<file path="src/rtl/if_id_queue_pkg.sv">
// Shared CPU definitions for the fetch/decode boundary: word width, NOP encoding,
// the IF/ID entry payload and the queue occupancy states.
package if_id_queue_pkg;

    localparam int unsigned WORD_W = 32;

    localparam logic [WORD_W-1:0] NOP_INSTR = 32'h0000_0000;

    // Payload carried from fetch to decode; the decode-stage register reuses it.
    typedef struct packed {
        logic [WORD_W-1:0] pc;
        logic [WORD_W-1:0] instr;
        logic [WORD_W-1:0] baddr;
    } if_id_entry_t;

    typedef enum logic [1:0] {
        OCC_EMPTY   = 2'd0,
        OCC_PARTIAL = 2'd1,
        OCC_FULL    = 2'd2
    } occ_state_e;

endpackage

</file>
<file path="src/rtl/if_id_queue_mem.sv">
// Entry storage for the IF/ID queue: DEPTH words of ENTRY_W bits,
// one synchronous write port and one asynchronous read port.
module if_id_queue_mem #(
    parameter int unsigned DEPTH   = 4,
    parameter int unsigned ENTRY_W = 96
) (
    input  logic                     clk,
    input  logic                     rst,
    input  logic                     we,
    input  logic [$clog2(DEPTH)-1:0] waddr,
    input  logic [ENTRY_W-1:0]       wdata,
    input  logic [$clog2(DEPTH)-1:0] raddr,
    output logic [ENTRY_W-1:0]       rdata
);

    logic [ENTRY_W-1:0] mem_q [DEPTH];

    // Contents are only cleared by reset; pops and flushes leave them in place.
    always_ff @(posedge clk or negedge rst) begin
        if (!rst) begin
            for (int i = 0; i < int'(DEPTH); i++) begin
                mem_q[i] <= '0;
            end
        end else if (we) begin
            mem_q[waddr] <= wdata;
        end
    end

    assign rdata = mem_q[raddr];

endmodule

</file>
<file path="src/rtl/if_id_queue.sv">
// Fetch-to-decode instruction queue with valid/ready handshakes on both sides
// and a flush that discards every buffered wrong-path entry.
module if_id_queue
    import if_id_queue_pkg::*;
#(
    parameter int unsigned DEPTH = 4,
    parameter int unsigned W     = WORD_W
) (
    input  logic                   clk,
    input  logic                   rst,
    input  logic                   in_valid,
    output logic                   in_ready,
    input  logic [W-1:0]           in_pc,
    input  logic [W-1:0]           in_instr,
    input  logic [W-1:0]           in_baddr,
    input  logic                   flush,
    output logic                   out_valid,
    input  logic                   out_ready,
    output logic [W-1:0]           out_pc,
    output logic [W-1:0]           out_instr,
    output logic [W-1:0]           out_baddr,
    output logic [$clog2(DEPTH):0] count
);

    localparam int unsigned AW      = $clog2(DEPTH);
    localparam int unsigned CW      = AW + 1;
    localparam int unsigned ENTRY_W = 3 * W;

    logic [AW-1:0]      wptr_q, wptr_nxt;
    logic [AW-1:0]      rptr_q, rptr_nxt;
    logic [CW-1:0]      count_q, count_nxt;
    occ_state_e         state_q, state_nxt;
    logic               push, pop;
    logic [ENTRY_W-1:0] head;

    assign push = in_valid & in_ready & ~flush;
    assign pop  = out_valid & out_ready & ~flush;

    // Next pointers, occupancy and state; flush overrides any same-cycle push/pop.
    always_comb begin
        wptr_nxt  = wptr_q;
        rptr_nxt  = rptr_q;
        count_nxt = count_q;
        state_nxt = state_q;
        if (flush) begin
            wptr_nxt  = '0;
            rptr_nxt  = '0;
            count_nxt = '0;
            state_nxt = OCC_EMPTY;
        end else begin
            if (push) wptr_nxt = wptr_q + AW'(1);
            if (pop)  rptr_nxt = rptr_q + AW'(1);
            case ({push, pop})
                2'b10:   count_nxt = count_q + CW'(1);
                2'b01:   count_nxt = count_q - CW'(1);
                default: count_nxt = count_q;
            endcase
            if (count_nxt == '0)               state_nxt = OCC_EMPTY;
            else if (count_nxt == CW'(DEPTH))  state_nxt = OCC_FULL;
            else                               state_nxt = OCC_PARTIAL;
        end
    end

    always_ff @(posedge clk or negedge rst) begin
        if (!rst) begin
            wptr_q  <= '0;
            rptr_q  <= '0;
            count_q <= '0;
            state_q <= OCC_EMPTY;
        end else begin
            wptr_q  <= wptr_nxt;
            rptr_q  <= rptr_nxt;
            count_q <= count_nxt;
            state_q <= state_nxt;
        end
    end

    if_id_queue_mem #(
        .DEPTH   (DEPTH),
        .ENTRY_W (ENTRY_W)
    ) u_mem (
        .clk   (clk),
        .rst   (rst),
        .we    (push),
        .waddr (wptr_q),
        .wdata ({in_pc, in_instr, in_baddr}),
        .raddr (rptr_q),
        .rdata (head)
    );

    // Handshake flags decode the registered occupancy state only.
    assign in_ready  = (state_q != OCC_FULL);
    assign out_valid = (state_q != OCC_EMPTY);
    assign count     = count_q;

    // An empty queue presents a bubble to decode.
    assign out_pc    = out_valid ? head[ENTRY_W-1 -: W] : '0;
    assign out_instr = out_valid ? head[2*W-1 -: W]     : W'(NOP_INSTR);
    assign out_baddr = out_valid ? head[W-1:0]          : '0;

endmodule

</file>
<file path="config.mk">
export PLATFORM = sky130hd
export DESIGN_NAME = if_id_queue
export DESIGN_NICKNAME = d
export VERILOG_FILES = /design/src/rtl/if_id_queue_pkg.sv /design/src/rtl/if_id_queue_mem.sv /design/src/rtl/if_id_queue.sv
export SDC_FILE = /design/constraint.sdc
export NUM_CORES = 1
export LEC_CHECK = 0
export ABC_AREA = 1
export CAP_MARGIN = 15
export CORE_UTILIZATION = 49
export CTS_BUF_LIST = sky130_fd_sc_hd__clkbuf_8
export CTS_CLUSTER_DIAMETER = 200
export CTS_CLUSTER_SIZE = 14
export DETAILED_ROUTE_END_ITERATION = 8
export PLACE_DENSITY = 0.75
export SLEW_MARGIN = 20
export SYNTH_ARGS = -nofsm -noshare
export SYNTH_HDL_FRONTEND = slang
export SYNTH_SLANG_ARGS = --single-unit
</file>
<file path="constraint.sdc">
create_clock -name clk -period 2.28 [get_ports clk]
set_input_delay 0.456 -clock clk [delete_from_list [all_inputs] [get_ports clk]]
set_output_delay 0.456 -clock clk [all_outputs]
set_load 0.005 [all_outputs]
</file>
==> key figures, run 1 <==
Outcome
  • Status: finished with violations
  • Violated checks: negative setup slack

Final layout
  • Fraction of layout instances using a drive strength above 1: 24.1%
  • Synth-to-layout area growth: 37.1%
  • Highest-count cells in the layout ignoring fill and taps: sky130_fd_sc_hd__nand2_1, sky130_fd_sc_hd__dfrtp_1, sky130_fd_sc_hd__nor2_1, sky130_fd_sc_hd__clkdlybuf4s50_1, sky130_fd_sc_hd__o21ai_2
  • Commonest non-fill, non-tap cell in the layout: sky130_fd_sc_hd__nand2_1
  • Number of cells in the finished layout apart from fillers: 3167
  • Number of nets in the finished design: 2809

Worst setup path
  • Worst Path Class, Setup: flop to primary output
  • Arrival time of the worst setup path: 2.18 ns
  • Highest fanout seen on the critical path: 5
  • CP startpoint kind: flop
  • Reg2Reg Setup Slack: 0.21 ns
  • Worst r2r path cells: 10
  • Kind of end point of the critical path: primary output
  • Data required, critical path: 1.82 ns

Routing
  • Via count: 17748
  • Antenna-violating nets left: 0
  • Total Wirelength: 61100 µm
  • Router iterations before antenna repair: 6
  • Wire length per cell after detailed routing: 19.3 µm
  • Drt first-iter violations: 1790
  • Number of vias per cell after detailed routing: 5.60
  • DR DRC count: 0

STA
  • Min cycle time layout: 2.64 ns
  • Final Setup Violations: 96
  • Final clock period utilization by the worst path: 116%
  • Layout Skew: 0.0312 ns
  • Transition time at the pin with the least slew margin: 0.586 ns
  • Hold slack final: 0.453 ns
  • Max-slew violations: 0
  • Setup repair after global routing missed its margin: true
  • Final-report hold violation count: 0
  • Normalized max-slew margin: 61.0%
  • Final-layout setup total negative slack: -22.27 ns
  • Worst Slack Setup Final: -0.356 ns
  • Highest clock frequency the design can meet: 379 MHz

Floorplan
  • Overall die height: 194 µm
  • Floorplan die area: 37700 µm²
  • Site row count: 69
  • Starting density of the core: 50.3%
  • Total I/O pin count: 202
  • Die X-Extent: 194 µm
  • Placeable core region: 35900 µm²

Clocking
  • CTS root buffer: sky130_fd_sc_hd__clkbuf_8
  • CTS Buf Count: 34
  • Clock latency of the later-clocked register in the worst-skew pair: 0.56 ns
  • CTS clk-pin slew, worst paths: 0.09 ns
  • Clock tree from TritonCTS: built
  • Number of clock sinks: 393
  • Deepest level of the CTS H-tree: 2
  • Maximum count of clock buffers along a single path: 3

GRT
  • Antenna violations before repair: 1
  • Maximum number of pins on one net before global-route repair: 64
  • First-pass GRT wire length: 92100 µm
  • Number of global-route vias before repair: 17567
  • Overall fraction of global-route tracks in use: 30.4%
  • Total grt overflow: 0

Logic synthesis
  • Number of synthesized register bits: 393
  • Post-Syn Nets: 2543
  • Mean cell area of the mapped netlist: 7.42 µm²
  • Cell area after technology mapping: 18100 µm²
  • Sequential fraction of the synthesis area: 54.4%
  • Number of distinct library cells after synthesis: 19
  • Count of mapped cells out of synthesis: 2436
  • Yosys synthesis warning count: 0

Power and ir drop
  • Largest voltage drop on the vdd net: 0.524 mV
  • Leakage power figure: 12.4 nW
  • PD cells: 841 nW/µm²
  • Post-layout total power: 0.0208 W

Placed design
  • Detail Placement HPWL: 32800 µm
  • GPL Wtd Cong: 0.810
  • Post-Place Cells: 3034
  • Worst-case setup slack after placement: -0.173 ns
  • Port Buffers: 201

Run
  • Max capacitance violation total: 0

Min path
  • Hold Path Class: input port to async pin
==> power by group <==
group	internal, W	switching, W	leakage (nW)
registers	0.00891	0.00149	5.05
clock network	0.00141	0.00235	0.269
logic	0.00302	0.00366	7.08
==> critical path, stage by stage (launching register included) <==
cell and delay, ns:
sky130_fd_sc_hd__dfrtp_4 0.53, sky130_fd_sc_hd__buf_12 0.17, sky130_fd_sc_hd__inv_16 0.08, sky130_fd_sc_hd__buf_12 0.12, sky130_fd_sc_hd__buf_4 0.11, sky130_fd_sc_hd__o21ai_0 0.08, sky130_fd_sc_hd__a21oi_1 0.27, sky130_fd_sc_hd__clkdlybuf4s15_2 0.25
==> final cells by class <==
cell class,count,area [µm²]
Fill cell,2757,11100
Multi-Input combinational cell,1866,9090
Inverter,23,120
Tap cell,461,577
Sequential cell,393,9840
Timing Repair Buffer,383,4620
Timing Repair inverter,1,16.3
Clock inverter,4,31.3
Clock buffer,35,482
Antenna cell,1,2.50
==> metrics by stage <==
stage	area, µm²	utilization, %
3_5_place_dp	21300	59.2
2_1_floorplan	18100	-
4_1_cts	23100	64.3
6_report	24800	69.0
5_1_grt	24800	69.0
3_3_place_gp	21300	59.2
==> cell families (layout without fill, tap and decap cells) <==
group | count (synthesis) | after routing | share of synthesized area, %
AOI/OAI and AO/OA | 293 | 293 | 8.13
other | 0 | 1 | 0
adders and majority gates | 6 | 6 | 0.457
DFF | 393 | 393 | 54.4
buffers and inverters | 177 | 446 | 4.15
xor gates and xnor gates | 1 | 1 | 0.0485
and+or+nand+nor | 1566 | 1566 | 32.8
==> flip-flops by register name (all words and copies together) (netlist names) <==
signal	count
wptr_q	2
u_mem.mem_q	384
count	3
state_q	2
rptr_q	2
==> metal layers <==
| layer | vias to the layer above | track usage, % | wire [µm] |
|---|---|---|---|
| met5 | - | 0 | 0 |
| met4 | 0 | 10.3 | 1680 |
| met3 | 147 | 4.35 | 5020 |
| met2 | 927 | 51.0 | 29800 |
| met1 | 8646 | 40.5 | 24600 |
| li1 | 8028 | - | - |
==> cells in the mapped netlist (all sizes together) <==
master	number	area share (%)
nand3	3	0.15
a21boi	1	0.042
inv	23	0.48
ha	5	0.35
nand4	1	0.035
fa	1	0.11
clkbuf	76	1.6
buf	78	2.1
a21oi	98	2.7
o21ai	194	5.4
nand2	1166	24
xor2	1	0.048
dfrtp	393	54
nor2	396	8.4
==> what timing repair did <==
action                     CTS  global route
setup endpoints to repair   97            97
gates resized for setup    706           405
hold buffers                 1             0
hold endpoints to repair    51             0
gates cloned                24            15
buffers inserted            42            22
pin swaps                  105           187
==> final timing paths <==
| check | from | end |
|---|---|---|
| min reg2reg | u_mem.mem_q[370] | u_mem.mem_q[370] |
| min | rst | u_mem.mem_q[161] |
| min in group clk | u_mem.mem_q[370] | u_mem.mem_q[370] |
| max reg2reg | state_q[1] | state_q[1] |
| max | rptr_q[0] | out_baddr[9] |
| max in group asynchronous | rst | rptr_q[1] |
Power figures use the tool's default switching activity.
==> run 2: changes to the inputs <==
--- a/config.mk
+++ b/config.mk
@@ -7,6 +7,7 @@
 export LEC_CHECK = 0
 export ABC_AREA = 1
 export CAP_MARGIN = 15
+export CORE_MARGIN = 8
 export CORE_UTILIZATION = 49
 export CTS_BUF_LIST = sky130_fd_sc_hd__clkbuf_8
 export CTS_CLUSTER_DIAMETER = 200
==> run 2 against run 1 <==
  * The flow still finishes with violations (negative setup slack)
  * Critical path depth increased by 3
  * Critical path type unchanged
  * Clock-buffer cell count is the same
  * Core utilization fell by 1.6 points
  * Largest power group unchanged
  * First-iteration DRC count is 2.5% higher
  * Highest routed layer unchanged
  * Largest cell class unchanged
  * Worst hold slack worse by 0.053 ns
  * Sequential share of layout area increased by 0.35 points
  * Final cell count is essentially flat
  * Sequential cell count stayed put
==> key figures, run 2 (synthesis gave the netlist of run 1 again) <==
Outcome
  • Status: finished with violations
  • Violated checks: negative setup slack

Clocking
  • Deepest level of the CTS H-tree: 2 (unchanged)
  • Maximum count of clock buffers along a single path: 3 (unchanged)
  • CTS root buffer: sky130_fd_sc_hd__clkbuf_8
  • CTS clk-pin slew, worst paths: 0.10 ns (about the same)
  • Clock tree from TritonCTS: built
  • Clock latency of the later-clocked register in the worst-skew pair: 0.57 ns (about the same)
  • CTS Buf Count: 34 (unchanged)
  • Number of clock sinks: 393 (unchanged)

STA
  • Final Setup Violations: 96 (unchanged)
  • Highest clock frequency the design can meet: 372 MHz (-1.8%)
  • Layout Skew: 0.0320 ns (+0.000739 ns)
  • Final-layout setup total negative slack: -27.60 ns (-5.33 ns)
  • Worst Slack Setup Final: -0.405 ns (-0.0492 ns)
  • Setup repair after global routing missed its margin: true
  • Final-report hold violation count: 0 (unchanged)
  • Final clock period utilization by the worst path: 118% (+2.2 points)
  • Hold slack final: 0.400 ns (-0.0532 ns)
  • Transition time at the pin with the least slew margin: 0.411 ns (-0.174 ns)
  • Min cycle time layout: 2.68 ns (+0.0492 ns)
  • Max-slew violations: 0 (unchanged)
  • Normalized max-slew margin: 72.6% (+12 points)

Power and ir drop
  • PD cells: 848 nW/µm² (+0.76%)
  • Leakage power figure: 12.4 nW (about the same)
  • Logic gate share of total power: 31.8% (-0.3 points)
  • Largest voltage drop on the vdd net: 0.471 mV (-10%)
  • Part of the total power dissipated in sequential elements: 50.2% (+0.3 points)
  • Switching share of power: 35.9% (-0.077 points)
  • Sw power: 0.00748 W (-0.33%)
  • Internal cell power: 0.0133 W (about the same)
  • Clock network fraction of total power: 18.0% (about the same)

Floorplan
  • Floorplan die area: 43300 µm² (+15%)
  • Total I/O pin count: 202 (unchanged)
  • Placeable core region: 36400 µm² (+1.4%)
  • Die X-Extent: 208 µm (+7.2%)
  • Starting density of the core: 49.6% (-0.72 points)
  • Overall die height: 208 µm (+7.2%)
  • Site row count: 70 (+1.4%)

Worst setup path
  • Data required, critical path: 1.82 ns (about the same)
  • Worst Path Class, Setup: flop to primary output
  • Arrival time of the worst setup path: 2.23 ns (+0.05 ns)
  • Worst r2r path cells: 12 (+2)
  • Kind of end point of the critical path: primary output
  • Highest fanout seen on the critical path: 9 (+4)
  • CP startpoint kind: flop

Routing
  • DR DRC count: 0 (unchanged)
  • Antenna-violating nets left: 0 (unchanged)
  • Wire length per cell after detailed routing: 19.9 µm (+3.3%)
  • Total Wirelength: 63200 µm (+3.3%)
  • Drt first-iter violations: 1834 (+2.5%)
  • Number of vias per cell after detailed routing: 5.64 (+0.62%)
  • Via count: 17864 (+0.65%)
  • Router iterations before antenna repair: 6 (unchanged)

Final layout
  • Number of nets in the finished design: 2803 (-0.21%)
  • Highest-count cells in the layout ignoring fill and taps: sky130_fd_sc_hd__nand2_1, sky130_fd_sc_hd__dfrtp_1, sky130_fd_sc_hd__nor2_1, sky130_fd_sc_hd__clkdlybuf4s50_1, sky130_fd_sc_hd__nor2_2
  • Synth-to-layout area growth: 35.9%
  • Antenna fix cells: 0 (-1)
  • Fraction of layout instances using a drive strength above 1: 23.7% (-0.36 points)
  • Area of the multi-input gates: 8900 µm² (-2.1%)
  • Biggest register: u_mem.mem_q
  • Commonest non-fill, non-tap cell in the layout: sky130_fd_sc_hd__nand2_1
  • Final-layout fill cell count: 2833 (+2.8%)
  • Number of flip-flops under the largest register name: 384 (unchanged)
  • FF+latch area: 9840 µm² (unchanged)

GRT
  • Antenna violations before repair: 0 (-1)
  • Total grt overflow: 0 (unchanged)
  • Maximum number of pins on one net before global-route repair: 74 (+16%)
  • Number of global-route vias before repair: 17158 (-2.3%)
  • Overall fraction of global-route tracks in use: 26.4% (-4.0 points)
  • First-pass GRT wire length: 93800 µm (+1.8%)

Run
  • Max capacitance violation total: 0 (unchanged)

Placed design
  • GPL Wtd Cong: 0.854 (+5.5%)
  • Detail Placement HPWL: 32600 µm (-0.49%)
  • Port Buffers: 201 (unchanged)

Min path
  • Hold Path Class: input port to async pin
[run 2: changes by cell type in the layout (fill, tap and decap cells not counted), moves of 5 or more]
cell	before	now
sky130_fd_sc_hd__o21ai_4	32	13
sky130_fd_sc_hd__buf_12	75	66
sky130_fd_sc_hd__nor2_2	68	102
sky130_fd_sc_hd__nor2_1	261	222
sky130_fd_sc_hd__nor2_4	67	72
sky130_fd_sc_hd__o21ai_2	100	78
sky130_fd_sc_hd__o21ai_0	8	20
sky130_fd_sc_hd__buf_4	42	36
sky130_fd_sc_hd__o21ai_1	54	83
sky130_fd_sc_hd__buf_6	20	29
sky130_fd_sc_hd__clkbuf_16	13	22
[run 2: metal layers]
| layer | GRT usage [%] | share of wire (%) |
|---|---|---|
| met5 | 0 | 0 |
| met4 | 7.24 | 3.0 |
| met3 | 4.34 | 9.7 |
| met2 | 44.3 | 47 |
| met1 | 35.3 | 40 |
[run 2: repair_timing]
item | 4_1_cts | 5_1_grt
setup buffers | 32 | 32
hold buffers | 1 | 0
hold endpoints to repair | 29 | 0
gates cloned | 19 | 26
resized for setup | 664 | 418
endpoints found under the setup margin | 97 | 97
pin swaps | 113 | 124
[run 2: critical path, stage by stage, from the launching register on]
cell,delay [ns]
sky130_fd_sc_hd__dfrtp_4,0.50
sky130_fd_sc_hd__buf_12,0.15
sky130_fd_sc_hd__buf_12,0.13
sky130_fd_sc_hd__buf_12,0.12
sky130_fd_sc_hd__buf_12,0.14
sky130_fd_sc_hd__clkbuf_16,0.17
sky130_fd_sc_hd__nor2_2,0.10
sky130_fd_sc_hd__nor2_1,0.04
sky130_fd_sc_hd__o21ai_0,0.07
sky130_fd_sc_hd__a21oi_1,0.11
sky130_fd_sc_hd__buf_2,0.14
[run 2: through the flow]
step	cells	cell area, µm²	setup WS [ns]	power [W]	utilization (%)
6_report	3168	24600	-0.405	0.0208	67.4
5_1_grt	3168	24600	-0.509	0.0220	67.4
4_1_cts	3128	22800	-0.422	0.0194	62.6
3_5_place_dp	3037	21200	-0.213	0.0150	58.2
3_3_place_gp	3037	21200	-0.151	0.0148	58.2
2_1_floorplan	2436	18100	0.342	0.0127	-
[run 2: final timing paths]
path | from | to | slack, ns
min in group clk | u_mem.mem_q[16] | u_mem.mem_q[16] | 0.47
min | rst | u_mem.mem_q[369] | 0.40
max in group asynchronous | rst | u_mem.mem_q[339] | 1.01
max | rptr_q[0] | out_instr[24] | -0.40
max reg2reg | state_q[0] | state_q[1] | 0.17
min reg2reg | u_mem.mem_q[16] | u_mem.mem_q[16] | 0.47
[run 2: power by group through the flow]
stage               combinational (W)  clock [W]  sequential (W)
global route                  0.00733    0.00405          0.0106
floorplan                     0.00296          0         0.00976
detailed placement            0.00494          0          0.0101
CTS                           0.00551    0.00379          0.0101
global placement              0.00477          0         0.00999
finish                        0.00662    0.00375          0.0104
[run 2: final cells by class]
class,count,share of cell area (%)
timing repair buffer,377,18.6
tap,468,2.38
multi-input combinational,1866,36.2
inverter,23,0.530
timing repair inverter,1,0.0815
clock buffer,35,1.96
sequential,393,40.1
clock inverter,5,0.143
